**src/rtl/uart_rx_fifo_pkg.sv**
```systemverilog
// uart_rx_fifo_pkg: shared UART widths and receive-capture state encoding.
package uart_rx_fifo_pkg;
  localparam int UART_DATA_W = 8;
  localparam int RX_FIFO_ENTRY_W = 9;
  typedef enum logic {IDLE = 1'b0, WAIT_LOW = 1'b1} rx_state_t;
endpackage

```
**src/rtl/uart_fifo_mem.sv**
```systemverilog
// uart_fifo_mem: register-array storage with one write port and one asynchronous read port.
module uart_fifo_mem #(
  parameter int W = 9,
  parameter int DEPTH = 16,
  parameter int AW = 4
) (
  input  logic          clk,
  input  logic          we,
  input  logic [AW-1:0] waddr,
  input  logic [W-1:0]  wdata,
  input  logic [AW-1:0] raddr,
  output logic [W-1:0]  rdata
);
  logic [W-1:0] mem [DEPTH];
  always_ff @(posedge clk)
    if (we) mem[waddr] <= wdata;
  assign rdata = mem[raddr];
endmodule

```
**src/rtl/uart_rx_fifo.sv**
```systemverilog
// uart_rx_fifo: captures receiver bytes with frame-error flag into a FWFT FIFO with
// threshold interrupt and sticky overflow.
module uart_rx_fifo
  import uart_rx_fifo_pkg::*;
#(
  parameter int DEPTH = 16,
  parameter int AW = 4,
  parameter int THRESH = 1
) (
  input  logic                   clk,
  input  logic                   rst_n,
  input  logic                   i_rx_irq,
  input  logic [UART_DATA_W-1:0] i_rx_data,
  input  logic                   i_frame_err,
  output logic                   o_rx_finish,
  input  logic                   i_pop,
  input  logic                   i_flush,
  input  logic                   i_irq_en,
  input  logic                   i_clr_ovf,
  output logic [UART_DATA_W-1:0] o_data,
  output logic                   o_data_ferr,
  output logic                   o_empty,
  output logic                   o_full,
  output logic [AW:0]            o_count,
  output logic                   o_overflow,
  output logic                   o_irq
);
  localparam logic [AW:0] FULL_LVL = (AW+1)'(DEPTH);
  localparam logic [AW:0] IRQ_LVL = (AW+1)'(THRESH);
  rx_state_t state;
  logic [AW-1:0] wr_ptr, rd_ptr;
  logic [AW:0] next_count;
  logic [RX_FIFO_ENTRY_W-1:0] head;
  logic capture, push, pop_ok;
  assign capture = state == IDLE && i_rx_irq;
  assign pop_ok = i_pop && !o_empty;
  // A full FIFO still accepts a byte when the head leaves in the same cycle.
  assign push = capture && (!o_full || i_pop) && !i_flush;
  assign next_count = i_flush ? '0 : o_count + (AW+1)'(push) - (AW+1)'(pop_ok);
  assign o_empty = o_count == '0;
  assign o_full = o_count == FULL_LVL;
  assign o_data = o_empty ? '0 : head[UART_DATA_W-1:0];
  assign o_data_ferr = o_empty ? 1'b0 : head[UART_DATA_W];
  uart_fifo_mem #(.W(RX_FIFO_ENTRY_W), .DEPTH(DEPTH), .AW(AW)) mem_i (
    .clk(clk),
    .we(push),
    .waddr(wr_ptr),
    .wdata({i_frame_err, i_rx_data}),
    .raddr(rd_ptr),
    .rdata(head)
  );
  always_ff @(posedge clk or negedge rst_n) begin
    if (!rst_n) begin
      state <= IDLE;
      o_rx_finish <= 1'b0;
    end else begin
      state <= capture ? WAIT_LOW : (state == WAIT_LOW && !i_rx_irq) ? IDLE : state;
      o_rx_finish <= capture;
    end
  end
  always_ff @(posedge clk or negedge rst_n) begin
    if (!rst_n) begin
      wr_ptr <= '0;
      rd_ptr <= '0;
      o_count <= '0;
      o_overflow <= 1'b0;
      o_irq <= 1'b0;
    end else begin
      wr_ptr <= i_flush ? '0 : wr_ptr + AW'(push);
      rd_ptr <= i_flush ? '0 : rd_ptr + AW'(pop_ok);
      o_count <= next_count;
      o_overflow <= (capture && o_full && !i_pop && !i_flush) || (o_overflow && !i_clr_ovf);
      o_irq <= i_irq_en && next_count >= IRQ_LVL;
    end
  end
endmodule

```
**config.mk**
```make
export PLATFORM = sky130hd
export DESIGN_NAME = uart_rx_fifo
export DESIGN_NICKNAME = d
export VERILOG_FILES = /design/src/rtl/uart_rx_fifo_pkg.sv /design/src/rtl/uart_fifo_mem.sv /design/src/rtl/uart_rx_fifo.sv
export SDC_FILE = /design/constraint.sdc
export NUM_CORES = 1
export LEC_CHECK = 0
export ABC_AREA = 1
export BUFFER_PORTS_ARGS = -buffer_cell sky130_fd_sc_hd__buf_2
export CAP_MARGIN = 20
export CORE_MARGIN = 2
export CORE_UTILIZATION = 50
export DETAILED_ROUTE_END_ITERATION = 8
export PLACE_DENSITY = 0.73
export SKIP_CTS_REPAIR_TIMING = 1
export SLEW_MARGIN = 20
export SYNTH_ARGS = -nofsm -noshare
export SYNTH_HDL_FRONTEND = slang
export SYNTH_HIERARCHICAL = 1
export SYNTH_SLANG_ARGS = --single-unit
```
**constraint.sdc**
```tcl
create_clock -name clk -period 2.4 [get_ports clk]
set_input_delay 0.6 -clock clk [delete_from_list [all_inputs] [get_ports clk]]
set_output_delay 0.6 -clock clk [all_outputs]
set_load 0.02 [all_outputs]
```
==> flow_summary.yaml <==
outcome:
  status: "finished, violations left"
  violations: "setup timing"
worst_setup_path:
  path_class: "reg2out"
  critPathMaxFanout: 7
  rrSetupSlack_ns: -0.04
  crit_required_ns: 1.80
  start_kind: "flop"
  ff2ff_path_depth: 18
  cp-end-kind: "output pin"
  reg2reg_from: "o_count[2]"
  critical_path_arrival_ns: 2.00
  r2r_end: "o_irq"
timing:
  rsz0062_at_grt: "yes"
  min_period_ns: 2.60
  maxSlewViolCount: 0
  final-setup-viol-count: 10
  hold_violations: 0
  final.period_utilization_pct: 108
  worst_pin_slew_ns: 0.449
  fin_skew_ns: 0.00430
  setup_slack_ns: -0.197
  slew_headroom_pct: 70.0
  setup_tns_ns: -1.55
  fmax_mhz: 385
placement:
  numPortBuffers: 34
  place.gp.congestion: 0.795
  dp_cells: 968
  place_area_um2: 7940
  place_worst_setup_slack_ns: -0.125
  place_hpwl_um: 9530
layout:
  final_common_cell: "nand2_1"
  drive_gt1_share_pct: 22.1
  nNetsFinal: 844
  area_growth_pct: 21.0
  design_area_um2: 8880
  final_cell_mix: "207 x nand2_1, 144 x edfxtp_1, 135 x inv_1"
  fin_util_pct: 61.5
  antenna_cells: 0
  final_cells: 1013
floorplan:
  core_um2: 14400
  boundaryPins: 35
  start_util_pct: 50.8
  dieArea_um2: 15700
  die-width_um: 125
  rows: 44
  fp.dieH_um: 125
synthesis:
  yosysSeqAreaShare_pct: 64.8
  async_reset_ff_share_pct: 10.6
  synth-edff-count: 144
  synth-seq-cells: 161
  syn_avg_cell_area_um2: 10.0
  syn_inst: 733
  synth_area_um2: 7330
  yosysWarnings: 6
  syn-num-nets: 761
  synthFlopType: "edfxtp_1"
  ys_types: 24
route:
  drt-wirelength-per-cell_um: 15.9
  drtPass1Iterations: 5
  drtIter0Drc: 490
  drc: 0
  vias: 5117
  drt-total-wl_um: 16100
  vias_per_cell: 5.05
  ant_nets: 0
power:
  leakage_nw: 4.02
  powerDensity_nw_per_um2: 1030
  irDropWorstVdd_v: 0.000719
clock_tree:
  cts-buffers-inserted: 17
  cts_buffer_depth: 2
  cts_tree: "yes"
  root_buffer: "clkbuf_16"
  clk_transition_reported_paths_ns: 0.06
  insertion_delay_ns: 0.42
  ctsHtreeMaxLevel: 4
  clock_sinks: 161
grt:
  antenna_found_initial: 0
  grt_pass1_vias: 4835
  grt.total_usage_pct: 20.1
  grt_first_pass_wirelength_um: 24100
  grt_overflow: 0
  grt_max_degree: 56
run:
  drv_cap: 0
worst_hold_path:
  min_path_type: "in2async"
-- stage by stage --
stage / hold slack (ns) / total power [mW]
after detailed placement: 0.509 / 6.04
after floorplan: 0.304 / 5.26
after global routing: 0.115 / 9.59
after global placement: 0.507 / 5.98
after CTS: 0.0972 / 8.55
final: 0.0929 / 9.11
-- logic make-up after synthesis --
kind of cell	share of synthesized area, %
AND/OR/NAND/NOR	21.5
XOR/XNOR	0.478
buffers and inverters	10.9
AO/OA/AOI/OAI	0.290
adder cells (fa/ha/maj)	2.15
flip-flops	64.8
-- area by class of cell --
type	instances	area [um^2]
inverter	151	587
fill	1123	5550
clock inverter	14	123
tap	184	230
timing repair inverter	2	25.0
clock buffer	18	429
multi-input combinational	394	1990
sequential	161	4760
timing repair buffer	89	736
-- worst max-delay path, cell delays in order, from the launching register on --
cell       delay, ns
dfrtp_4         0.56
buf_12          0.18
clkbuf_16       0.17
nand2_2         0.07
nand3_2         0.08
nand3_2         0.09
nand3_1         0.08
nand2_1         0.08
nand2_1         0.06
inv_1           0.08
buf_6           0.11
-- power by group --
part	internal [mW]	leakage [nW]	switching (mW)
combinational	1.37	2.24	1.97
sequential	3.17	1.52	0.0857
clock	1.50	0.274	1.01
total	6.04	4.02	3.07
-- registers in the layout, summed over array words and instances, names as in the netlist --
signal       flops
o_irq            1
rd_ptr           4
state            1
mem_i/mem      144
wr_ptr           4
o_rx_finish      1
o_overflow       1
o_count          5
-- per-layer routing --
| layer | GRT usage, % | share of wire [%] | vias up |
|---|---|---|---|
| met5 | 0 | 0 | - |
| met4 | 9.35 | 2.3 | 0 |
| met3 | 4.28 | 6.9 | 35 |
| met2 | 32.8 | 49 | 206 |
| met1 | 25.9 | 42 | 2388 |
| li1 | - | - | 2488 |
-- worst max-delay path by stage --
stage | cells past startpoint | slack (ns) | end | startpoint
final | 10 | -0.20 | o_data[3] | rd_ptr[0]
after global routing | 10 | -0.29 | o_data[3] | rd_ptr[0]
after CTS | 10 | -0.24 | o_data_ferr | rd_ptr[0]
after detailed placement | 16 | -0.13 | o_irq | i_rx_irq
after global placement | 16 | -0.10 | o_irq | i_rx_irq
after floorplan | 18 | -0.18 | o_irq | o_count[3]
-- synth_stat cells (all sizes together) (2+ instances only) --
cell type,number,area (um^2)
ha,11,138
dfrtp,17,425
nand3b,2,15.0
buf,27,219
nand3,118,596
edfxtp,144,4320
xnor2,2,17.5
a21oi,3,15.0
nor2,33,126
nand2,220,828
inv,150,573
xor2,2,17.5
Power figures use the tool's default switching activity.
